===== src/rtl/qeciphy_pkg.sv =====
// Shared constants and types for the QECIPHY user-side blocks.
// Holds the PHY status code for a usable link and the TX feeder state encoding.
package qeciphy_pkg;

  localparam logic [3:0] QECIPHY_STATUS_LINK_READY = 4'h3;

  typedef enum logic [2:0] {
    OFF    = 3'd0,
    UP_REQ = 3'd1,
    UP_REL = 3'd2,
    RUN    = 3'd3,
    DRAIN  = 3'd4,
    DN_REQ = 3'd5,
    DN_REL = 3'd6
  } feeder_state_t;

  function automatic logic [15:0] sat_inc16(input logic [15:0] v);
    return (v == 16'hFFFF) ? v : v + 16'd1;
  endfunction

endpackage


===== src/rtl/qeciphy_sync_fifo.sv =====
// Single-clock first-word-fall-through FIFO with a registered head word and
// a registered occupancy count. Pointers carry an extra wrap bit.
module qeciphy_sync_fifo #(
  parameter int DEPTH = 16,
  parameter int WIDTH = 64
) (
  input  logic                     clk_i,
  input  logic                     rst_ni,
  input  logic                     wr_en_i,
  input  logic [WIDTH-1:0]         wr_data_i,
  input  logic                     rd_en_i,
  output logic [WIDTH-1:0]         rd_data_o,
  output logic                     full_o,
  output logic                     empty_o,
  output logic [$clog2(DEPTH):0]   fill_o
);

  localparam int AW = $clog2(DEPTH);
  localparam int PW = AW + 1;

  logic [WIDTH-1:0] mem_q [DEPTH];
  logic [PW-1:0]    wr_ptr_q, wr_ptr_d;
  logic [PW-1:0]    rd_ptr_q, rd_ptr_d;
  logic [PW-1:0]    fill_q, fill_d;
  logic [WIDTH-1:0] head_q, head_d;
  logic             do_wr, do_rd;

  assign empty_o = (wr_ptr_q == rd_ptr_q);
  assign full_o  = (wr_ptr_q[AW] != rd_ptr_q[AW]) &&
                   (wr_ptr_q[AW-1:0] == rd_ptr_q[AW-1:0]);
  assign do_wr   = wr_en_i && !full_o;
  assign do_rd   = rd_en_i && !empty_o;

  // The head register is loaded with whatever word will be at the read
  // pointer after this edge, bypassing the write when it lands there.
  always_comb begin
    wr_ptr_d = wr_ptr_q + PW'(do_wr);
    rd_ptr_d = rd_ptr_q + PW'(do_rd);
    fill_d   = fill_q + PW'(do_wr) - PW'(do_rd);
    head_d   = head_q;
    if (wr_ptr_d != rd_ptr_d) begin
      if (do_wr && (wr_ptr_q[AW-1:0] == rd_ptr_d[AW-1:0])) begin
        head_d = wr_data_i;
      end else begin
        head_d = mem_q[rd_ptr_d[AW-1:0]];
      end
    end
  end

  always_ff @(posedge clk_i or negedge rst_ni) begin
    if (!rst_ni) begin
      wr_ptr_q <= '0;
      rd_ptr_q <= '0;
      fill_q   <= '0;
      head_q   <= '0;
    end else begin
      wr_ptr_q <= wr_ptr_d;
      rd_ptr_q <= rd_ptr_d;
      fill_q   <= fill_d;
      head_q   <= head_d;
    end
  end

  always_ff @(posedge clk_i) begin
    if (do_wr) begin
      mem_q[wr_ptr_q[AW-1:0]] <= wr_data_i;
    end
  end

  assign rd_data_o = head_q;
  assign fill_o    = fill_q;

endmodule


===== src/rtl/qeciphy_tx_feeder.sv =====
// Buffers user words toward the PHY TX stream, gates delivery on LINK_READY
// and sequences the P-channel power handshake from a level power request.
module qeciphy_tx_feeder
  import qeciphy_pkg::*;
#(
  parameter int DEPTH          = 16,
  parameter int ACCEPT_TIMEOUT = 4096
) (
  input  logic                     ACLK,
  input  logic                     ARSTn,
  input  logic [63:0]              S_TDATA,
  input  logic                     S_TVALID,
  output logic                     S_TREADY,
  output logic [63:0]              M_TDATA,
  output logic                     M_TVALID,
  input  logic                     M_TREADY,
  input  logic [3:0]               I_STATUS,
  input  logic                     I_PWR_ON,
  output logic                     PREQ,
  output logic                     PSTATE,
  input  logic                     PACCEPT,
  output logic [$clog2(DEPTH):0]   O_FILL,
  output logic [15:0]              O_DROP_CNT,
  output logic                     O_PWR_TIMEOUT,
  output logic                     O_RUN
);

  localparam int TW = $clog2(ACCEPT_TIMEOUT + 1);

  feeder_state_t state_q, state_d;
  logic          preq_q, preq_d;
  logic          pstate_q, pstate_d;
  logic          run_q, run_d;
  logic [15:0]   drop_q, drop_d;
  logic          tmo_q, tmo_d;
  logic [TW-1:0] tcnt_q, tcnt_d;

  logic          link_ok, in_hs, drop_pop;
  logic          wr_en, rd_en, full, empty;

  qeciphy_sync_fifo #(
    .DEPTH (DEPTH),
    .WIDTH (64)
  ) u_fifo (
    .clk_i     (ACLK),
    .rst_ni    (ARSTn),
    .wr_en_i   (wr_en),
    .wr_data_i (S_TDATA),
    .rd_en_i   (rd_en),
    .rd_data_o (M_TDATA),
    .full_o    (full),
    .empty_o   (empty),
    .fill_o    (O_FILL)
  );

  assign link_ok  = (I_STATUS == QECIPHY_STATUS_LINK_READY);
  assign S_TREADY = (state_q == RUN) && !full;
  assign M_TVALID = !empty && link_ok && ((state_q == RUN) || (state_q == DRAIN));
  assign in_hs    = (state_q == UP_REQ) || (state_q == UP_REL) ||
                    (state_q == DN_REQ) || (state_q == DN_REL);

  // While draining with no usable link, undeliverable words are discarded
  // one per cycle; a renewed power request takes priority over dropping.
  assign drop_pop = (state_q == DRAIN) && !I_PWR_ON && !empty && !link_ok;
  assign wr_en    = S_TVALID && S_TREADY;
  assign rd_en    = (M_TVALID && M_TREADY) || drop_pop;

  always_comb begin
    state_d  = state_q;
    preq_d   = preq_q;
    pstate_d = pstate_q;
    run_d    = run_q;
    case (state_q)
      OFF: begin
        if (I_PWR_ON) begin
          state_d  = UP_REQ;
          preq_d   = 1'b1;
          pstate_d = 1'b1;
        end
      end
      UP_REQ: begin
        if (PACCEPT) begin
          state_d = UP_REL;
          preq_d  = 1'b0;
        end
      end
      UP_REL: begin
        if (!PACCEPT) begin
          state_d = RUN;
          run_d   = 1'b1;
        end
      end
      RUN: begin
        if (!I_PWR_ON) begin
          state_d = DRAIN;
          run_d   = 1'b0;
        end
      end
      DRAIN: begin
        if (I_PWR_ON) begin
          state_d = RUN;
          run_d   = 1'b1;
        end else if (empty) begin
          state_d  = DN_REQ;
          preq_d   = 1'b1;
          pstate_d = 1'b0;
        end
      end
      DN_REQ: begin
        if (PACCEPT) begin
          state_d = DN_REL;
          preq_d  = 1'b0;
        end
      end
      DN_REL: begin
        if (!PACCEPT) begin
          state_d = OFF;
        end
      end
      default: begin
        state_d  = OFF;
        preq_d   = 1'b0;
        pstate_d = 1'b0;
        run_d    = 1'b0;
      end
    endcase
  end

  // Timeout only flags; PREQ stays up because P-channel cannot withdraw.
  always_comb begin
    tcnt_d = tcnt_q;
    if (state_d != state_q) begin
      tcnt_d = '0;
    end else if (in_hs && (tcnt_q != TW'(ACCEPT_TIMEOUT))) begin
      tcnt_d = tcnt_q + 1'b1;
    end
    tmo_d  = tmo_q || (in_hs && (tcnt_q == TW'(ACCEPT_TIMEOUT - 1)));
    drop_d = drop_pop ? sat_inc16(drop_q) : drop_q;
  end

  always_ff @(posedge ACLK or negedge ARSTn) begin
    if (!ARSTn) begin
      state_q  <= OFF;
      preq_q   <= 1'b0;
      pstate_q <= 1'b0;
      run_q    <= 1'b0;
      drop_q   <= '0;
      tmo_q    <= 1'b0;
      tcnt_q   <= '0;
    end else begin
      state_q  <= state_d;
      preq_q   <= preq_d;
      pstate_q <= pstate_d;
      run_q    <= run_d;
      drop_q   <= drop_d;
      tmo_q    <= tmo_d;
      tcnt_q   <= tcnt_d;
    end
  end

  assign PREQ          = preq_q;
  assign PSTATE        = pstate_q;
  assign O_RUN         = run_q;
  assign O_DROP_CNT    = drop_q;
  assign O_PWR_TIMEOUT = tmo_q;

endmodule


===== config.mk =====
export PLATFORM = sky130hd
export DESIGN_NAME = qeciphy_tx_feeder
export DESIGN_NICKNAME = d
export VERILOG_FILES = /design/src/rtl/qeciphy_pkg.sv /design/src/rtl/qeciphy_sync_fifo.sv /design/src/rtl/qeciphy_tx_feeder.sv
export SDC_FILE = /design/constraint.sdc
export NUM_CORES = 1
export LEC_CHECK = 0
export CORE_ASPECT_RATIO = 0.6
export CORE_MARGIN = 5
export CORE_UTILIZATION = 55
export DETAILED_ROUTE_END_ITERATION = 16
export PLACE_DENSITY = 0.81
export SLEW_MARGIN = 25
export SYNTH_ARGS = -nofsm -noshare
export SYNTH_HDL_FRONTEND = slang
export SYNTH_HIERARCHICAL = 1
export SYNTH_SLANG_ARGS = --single-unit

===== constraint.sdc =====
create_clock -name ACLK -period 9.15 [get_ports ACLK]
set_clock_uncertainty 0.1 [all_clocks]
set_input_delay 2.745 -clock ACLK [delete_from_list [all_inputs] [get_ports ACLK]]
set_output_delay 2.745 -clock ACLK [all_outputs]
set_load 0.005 [all_outputs]

## Word-level counts from Yosys, hierarchy flattened

Memory sizes are Yosys's and may differ from the RTL's. A register that Yosys moved wholly into a read port is not among the register bits.
Index checks and enable logic that the tools add are counted.

| word-level totals | value |
|---|---|
| bits in registers | 51 |
| latch bits | 0 |
| RAM bits | 1024 |
| bits in read-only memories | 0 |
| bits of input ports | 74 |
| output and inout port bits | 91 |
| memories | 1 |

| cells by class | value |
|---|---|
| $add $sub $neg | 6 |
| $mul | 0 |
| div/mod/pow operators | 0 |
| order comparisons | 0 |
| eq/ne operators | 22 |
| shifts and indexed selects | 0 |
| mux-type cells | 24 |
| bitwise gates (word level) | 4 |
| reduce and logical (&&, ||, !) cells | 34 |

Memories:

| memory | words | bits a word | rd ports | clocked after Yosys merged registers in | wr ports | RTL line | text |
|---|---|---|---|---|---|---|---|
| u_fifo.mem_q | 16 | 64 | 1 | 1 | 1 | qeciphy_sync_fifo.sv:21 | `logic [WIDTH-1:0] mem_q [DEPTH];` |

Operators by type and width:

| kind | number |
|---|---|
| 13-bit 2-to-1 mux | 2 |
| 3-bit 2-to-1 mux | 8 |
| 3-bit one-hot mux with 7 select lines | 1 |
| 16-bit by 1-bit adder with 16-bit output, second input constant | 1 |
| 16-bit == test, second input constant | 1 |
| 5-bit by 1-bit adder with 5-bit output | 3 |
| 13-bit by 1-bit adder with 13-bit output, second input constant | 1 |
| 13-bit by 12-bit == test with 1-bit output, second input constant | 1 |
| 1-bit logical AND | 13 |
| 13-bit != test, second input constant | 1 |
| 1-bit 2-to-1 mux | 10 |
| 2-bit != test, second input constant | 5 |
| 3-bit == test, second input constant | 3 |
| 1-bit one-hot mux with 4 select lines | 2 |
| 4-bit AND reduction | 2 |
| 3-bit by 2-bit == test with 1-bit output, second input constant | 2 |
| 1-bit logical OR | 6 |
| 5-bit == test | 1 |
| 1-bit zero test | 5 |
| 5-bit != test | 1 |
| 5-bit AND reduction | 1 |
| 5-bit OR reduction | 1 |
| 5-bit by 1-bit subtractor with 5-bit output | 1 |
| 4-bit by 2-bit == test with 1-bit output, second input constant | 1 |
| other kinds (13) | 17 |

## Depth between registers and ports, before layout

Gate-level depths: netlist of the first run.

| logic depth | value |
|---|---|
| depth in word-level cells | 9 |
| gate-level depth with buffers | 20 |
| depth with buffers taken out | 16 |

## Modules after synthesis

Netlist of the first run, hierarchy kept.

Modules (own cells, without submodules):

| module | times used | cells each | area an instance (µm²) | sequential area each (µm²) |
|---|---|---|---|---|
| qeciphy_sync_fifo | 1 | 2231 | 43244.0 | 32726.4 |
| qeciphy_tx_feeder | 1 | 210 | 2010.7 | 900.9 |

## Worst setup path before layout of the first run

OpenSTA, ideal clock, no wires.

| path | value |
|---|---|
| path kind | input to register |
| from | input S_TVALID |
| to | memory u_fifo.mem_q[0][0] (enable) |
| library setup time | 0.666 ns |
| arrival time | 9.884 ns |
| setup slack | -1.501 ns |
| stages | 4 |
| buffers on the path | 1 |
| cell sequence | and2_1 -> o21ai_1 -> clkbuf_1 -> nor4b_1 |

| on the way | value |
|---|---|
| cells in the longest elaborated chain, start to end | 4 |

Ends and longest elaborated chain:

| item | RTL line | text |
|---|---|---|
| start, declared | qeciphy_tx_feeder.sv:12 | `input logic S_TVALID,` |
| 1-bit logical AND | qeciphy_tx_feeder.sv:65 | `assign wr_en = S_TVALID && S_TREADY;` |
| 1-bit logical AND | qeciphy_sync_fifo.sv:31 | `assign do_wr = wr_en_i && !full_o;` |
| 1-bit 2-to-1 mux | qeciphy_sync_fifo.sv:65 | `if (do_wr) begin` |
| 1-bit 2-to-1 mux (not written as such) | qeciphy_sync_fifo.sv:66 | `mem_q[wr_ptr_q[AW-1:0]] <= wr_data_i;` |
| end, declared | qeciphy_sync_fifo.sv:21 |  |

No other way between the ends.

## Worst setup path in the final report of the first run

| path | value |
|---|---|
| from | input I_STATUS[0] |
| to | output M_TVALID |

| on the way | value |
|---|---|
| cells in the longest elaborated chain, start to end | 3 |

Ends and longest elaborated chain:

| item | RTL line | text |
|---|---|---|
| start, declared | qeciphy_tx_feeder.sv:17 | `input logic [3:0] I_STATUS,` |
| 4-bit by 2-bit == test with 1-bit output | qeciphy_tx_feeder.sv:56 | `assign link_ok = (I_STATUS == QECIPHY_STATUS_LINK_READY);` |
| 1-bit logical AND (2 in series) | qeciphy_tx_feeder.sv:58 | `assign M_TVALID = !empty && link_ok && ((state_q == RUN) \|\| (state_q == DRAIN));` |
| end, declared | qeciphy_tx_feeder.sv:15 | `output logic M_TVALID,` |

No other way between the ends.

==> impl_metrics.ini, run 1 <==
[clocking]
clock_latency_ns = 0.67
cts_root_buffer = clkbuf_16
post_cts_resized = 0
clkSinkCount = 1139
clkTransAtPathRegs_ns = 0.06
holdBufCountCts = 0
cts-buffers-inserted = 98
clockBufferDepth = 3
cts_setup_buffers = 0
cts_htree_levels = 3
cts_tree = yes

[place]
postPlaceCellArea_um2 = 48210
gp_congestion = 0.7755
io_buffers = 164
hpwl_um = 56940
dpl.cell_count = 3583
place_ws_ns = 1.759

[power]
ir_drop_mv = 0.4287
power_density_nw_per_um2 = 297.0
leakage_uw = 0.01656

[yosys]
syn-num-nets = 2533
yosysTopAreaCell = edfxtp_1
yosys_warnings = 6
synth_mux_area_share_pct = 12.90
async_flop_share_pct = 10.10
synth_xor_area_share_pct = 1.078
synthCells = 2441
synth_area_leaders = edfxtp_1 68%, mux4_2 13%, dfrtp_1 6.4%
synth_area_per_cell_um2 = 18.54
synth_compound_area_share_pct = 2.090
yosysTopAreaCellShare_pct = 67.95
synth_top_family_by_area = multiplexers
ys_seq_area_share_pct = 74.31
ys.flop_type = edfxtp_1
ys_ff_latch = 1139
yosys.area_share.simple_pct = 7.216
synthAdderAreaFrac_pct = 0.5143
synth_cell_types = 56
synth-edff-count = 1024
syn_area_um2 = 45250

[global_routing]
grtUsageMet1_pct = 34.55
grt_use_total_pct = 25.30
top_usage_layer = met2
met3_usage_pct = 5.045
grt_pass1_vias = 25440
grt_pass1_wl_um = 165400
grt_max_degree = 165
grt-ovfl-total = 0
antenna_found_initial = 11
met2_usage_pct = 41.70

[floorplanning]
die_height_um = 232.2
die_w_um = 380.3
core-area_um2 = 81480
num_rows = 81
initial_core_util_pct = 55.54
dieArea_um2 = 88310
ios = 165

[layout]
final_util_pct = 63.17
nets = 2698
layout-drive-gt1-share_pct = 20.78
fin_cells = 3777
final_area_um2 = 51470
final_cell_mix = 1,024 x edfxtp_1, 341 x nand2_1, 256 x mux4_2
layout_commonest_cell = edfxtp_1
area_growth_pct = 13.74

[timing]
period_needed_ns = 7.088
slew_violations = 0
rsz0062_at_grt = no
period_share_pct = 77.47
fmax_mhz = 141.1
fin_ws_ns = 2.062
maxSlewHeadroom_pct = 23.12
finalSetupViolCount = 0
worstMarginPinSlew_ns = 1.153
hold_viol = 0

[route]
routed-via-count = 24740
routed_wl_um = 111600
dr.pass1.iters = 5
initialDrtViolationCount = 3099
vias_per_cell = 6.551
wl_per_cell_um = 29.56
ant_nets = 0
drc = 0

[outcome]
outcome = complete, no violations

[setup_path]
start_kind = primary input
crit_required_ns = 6.31
end_kind = output port
crit_path_max_fanout = 2
worst_ep_arrival_time_ns = 4.24
path_class = in2out

[flow_run]
cap_violations = 0

[min_path]
hp-class = reg2reg
## per-stage QoR
| step | power [uW] | hold slack [ns] | setup TNS (ns) |
|---|---|---|---|
| floorplan | 9737 | 0.3615 | -493.06 |
| global placement | 11010 | 0.3821 | 0 |
| detailed placement | 11160 | 0.3836 | 0 |
| CTS | 15330 | 0.4045 | 0 |
| global route | 15940 | 0.4204 | 0 |
| finish | 15290 | 0.3927 | 0 |
## synthesized netlist by cell type (25+ instances only)
master and instances:
buf_2 42, xnor2_1 26, nor4_1 72, edfxtp_1 1024, dfrtp_1 115, nand2_1 341
buf_1 26, clkbuf_1 57, nand3_1 205, a31oi_2 54, mux4_2 256, buf_4 25
## critical path: stages
cell and delay, ns:
clkdlybuf4s50_1 0.45, nor4bb_1 0.34, and2_1 0.20, clkdlybuf4s50_1 0.50
## layout make-up
type,count,area (um2)
Clock inverter,64,600.6
Inverter,15,58.81
Multi-Input combinational cell,1129,10990
Sequential cell,1139,33630
Clock buffer,120,2608
Tap cell,1079,1350
Antenna cell,8,20.02
Fill cell,5322,30010
Timing Repair Buffer,223,2216
## final timing paths
check | slack [ns] | endpoint | startpoint | depth (start not counted)
setup / recovery | 2.06 | M_TVALID | I_STATUS[0] | 4
hold / removal | 0.39 | O_PWR_TIMEOUT | O_PWR_TIMEOUT | 1
setup reg to reg | 3.35 | u_fifo/rd_data_o[58] | u_fifo/wr_ptr_q[2] | 14
hold reg to reg | 0.39 | O_PWR_TIMEOUT | O_PWR_TIMEOUT | 1
min in group asynchronous | 2.07 | u_fifo/rd_data_o[23] | ARSTn | 1
max in group asynchronous | 5.58 | u_fifo/rd_data_o[60] | ARSTn | 2
## sequential cells by signal (all words and copies together), names as in the netlist, 3 cells and up
name              cells
u_fifo/mem_q       1024
u_fifo/rd_data_o     64
O_DROP_CNT           16
tcnt_q               13
u_fifo/fill_o         5
u_fifo/rd_ptr_q       5
u_fifo/wr_ptr_q       5
state_q               3
## per-layer routing
metal / routed length, um / part of all wire (%) / vias up
met3: 11830 / 11 / 255
met5: 27 / 0.024 / -
met2: 55350 / 50 / 1611
met1: 40730 / 36 / 12800
li1: - / - / 10070
met4: 3695 / 3.3 / 6
## cells by family (layout without fill, tap and decap cells)
group	after synthesis	count (layout)
DFF	1139	1139
and+or+nand+nor	704	704
muxes	263	263
buffers and inverters	173	422
AOI/OAI and AO/OA	95	95
xor gates and xnor gates	49	49
adders and majority gates	18	18
other	0	8
## power breakdown
group | switching [uW] | internal, uW
logic | 2620 | 2260
registers | 264 | 5990
clock network | 1860 | 2300
total | 4740 | 10500
No activity file was read; power rests on OpenSTA's default activity.
==> inputs of run 2 (changes only) <==
- clock period: 9.15 -> 6.4 ns (I/O delays scaled with it)
==> impl_metrics.ini, run 2 (synthesis results as in run 1) <==
[outcome]
outcome = complete, no violations

[timing]
period_share_pct = 84.87
maxSlewHeadroom_pct = 25.11
finalSetupViolCount = 0
worstMarginPinSlew_ns = 1.123
fmax_mhz = 184.1
rsz0062_at_grt = no
hold_viol = 0
slew_violations = 0
fin_ws_ns = 0.9682
period_needed_ns = 5.432

[route]
initialDrtViolationCount = 3142
wl_per_cell_um = 29.57
vias_per_cell = 6.578
ant_nets = 0
routed_wl_um = 111600
routed-via-count = 24840
dr.pass1.iters = 6
drc = 0

[place]
place_ws_ns = 0.4579
postPlaceCellArea_um2 = 48520
io_buffers = 164
gp_congestion = 0.8122
hpwl_um = 56580

[setup_path]
r2r-end = u_fifo/rd_data_o[51]
reg2reg_slack_ns = 1.11
worst_ep_arrival_time_ns = 3.41
crit_path_max_fanout = 2
crit_required_ns = 4.38
start_kind = primary input
r2r_cells = 15
crit_top_cell = clkdlybuf4s50_1
path_class = in2out
end_kind = output port
cpPeakStageDelay_ns = 0.51
cp_slowest_cell = clkdlybuf4s50_1
r2r-start = u_fifo/wr_ptr_q[2]
crit_chain = clkdlybuf4s50_1 > nor4bb_1 > and2_1 > clkdlybuf4s50_1

[layout]
final_cell_mix = 1,024 x edfxtp_1, 341 x nand2_1, 256 x mux4_2
largest_reg_flops = 1024
layout_commonest_cell = edfxtp_1
final_area_um2 = 51880
area_growth_pct = 14.63
nets = 2701
layout-drive-gt1-share_pct = 20.91
final_util_pct = 63.66

[floorplanning]
initial_core_util_pct = 55.54
die_height_um = 232.2
ios = 165
num_rows = 81
dieArea_um2 = 88310
core-area_um2 = 81480
die_w_um = 380.3

[clocking]
cts-buffers-inserted = 95
clkSinkCount = 1139
cts_setup_buffers = 0
clockBufferDepth = 3
cts_tree = yes
clkTransAtPathRegs_ns = 0.06
post_cts_resized = 0
clock_latency_ns = 0.69
holdBufCountCts = 0
cts_htree_levels = 3
cts_root_buffer = clkbuf_16

[global_routing]
grt_pass1_wl_um = 165900
grt_max_degree = 172
antenna_found_initial = 8
grt_use_total_pct = 25.40
grt_pass1_vias = 25170
grt-ovfl-total = 0

[min_path]
hold_path_end = O_DROP_CNT[15]
worstHoldStart = O_DROP_CNT[15]
holdPathStages = 1
hp-class = reg2reg

[flow_run]
cap_violations = 0

[power]
leakage_uw = 0.01674
power_density_nw_per_um2 = 426.5
ir_drop_mv = 0.8886
## run 2: worst max-delay path by stage
| stage | start | cells after the start | to | slack, ns |
|---|---|---|---|---|
| floorplan | S_TVALID | 4 | u_fifo/mem_q[7][0] | -1.22 |
| global placement | I_PWR_ON | 12 | u_fifo/rd_data_o[23] | 0.38 |
| detailed placement | I_PWR_ON | 11 | u_fifo/rd_data_o[15] | 0.46 |
| CTS | u_fifo/wr_ptr_q[2] | 6 | M_TVALID | 0.94 |
| global route | u_fifo/wr_ptr_q[2] | 6 | M_TVALID | 0.81 |
| finish | I_STATUS[0] | 4 | M_TVALID | 0.97 |
## run 2: per-stage QoR
step	instances	hold WS (ns)	power [uW]	TNS (ns)
floorplan	2441	0.3615	13930	-361.80
global placement	3587	0.3806	15860	0
detailed placement	3589	0.3800	16090	0
CTS	3769	0.3985	22230	0
global route	3776	0.4147	23100	0
finish	3776	0.4018	22120	0
## run 2: where the power goes
group	internal (uW)	switching, uW	total, uW
logic	3280	3790	7070
clock network	3470	2660	6130
registers	8560	363	8920
total	15300	6810	22100
## run 2: per-layer routing
layer  GRT usage, %  wire length, um  up-vias
met4          8.245             3372        4
li1               -                -    10080
met5              0               19        -
met1          35.59            41080    12800
met2          40.71            53900     1714
met3          5.452            13270      239
## run 2: layout make-up
type / count / area, um2
diodes: 5 / 12.51
clock buffers: 133 / 2714
clock inverters: 47 / 590.6
fillers: 5292 / 29610
inverters: 15 / 58.81
multi-input cells: 1129 / 11050
flip-flops and latches: 1139 / 33630
well taps: 1079 / 1350
repair buffers: 229 / 2472
## run 2: critical path: cells and delay by family
kind / cells / cell delay [ns]
simple gates: 2 / 0.52
buf+inv: 2 / 0.98
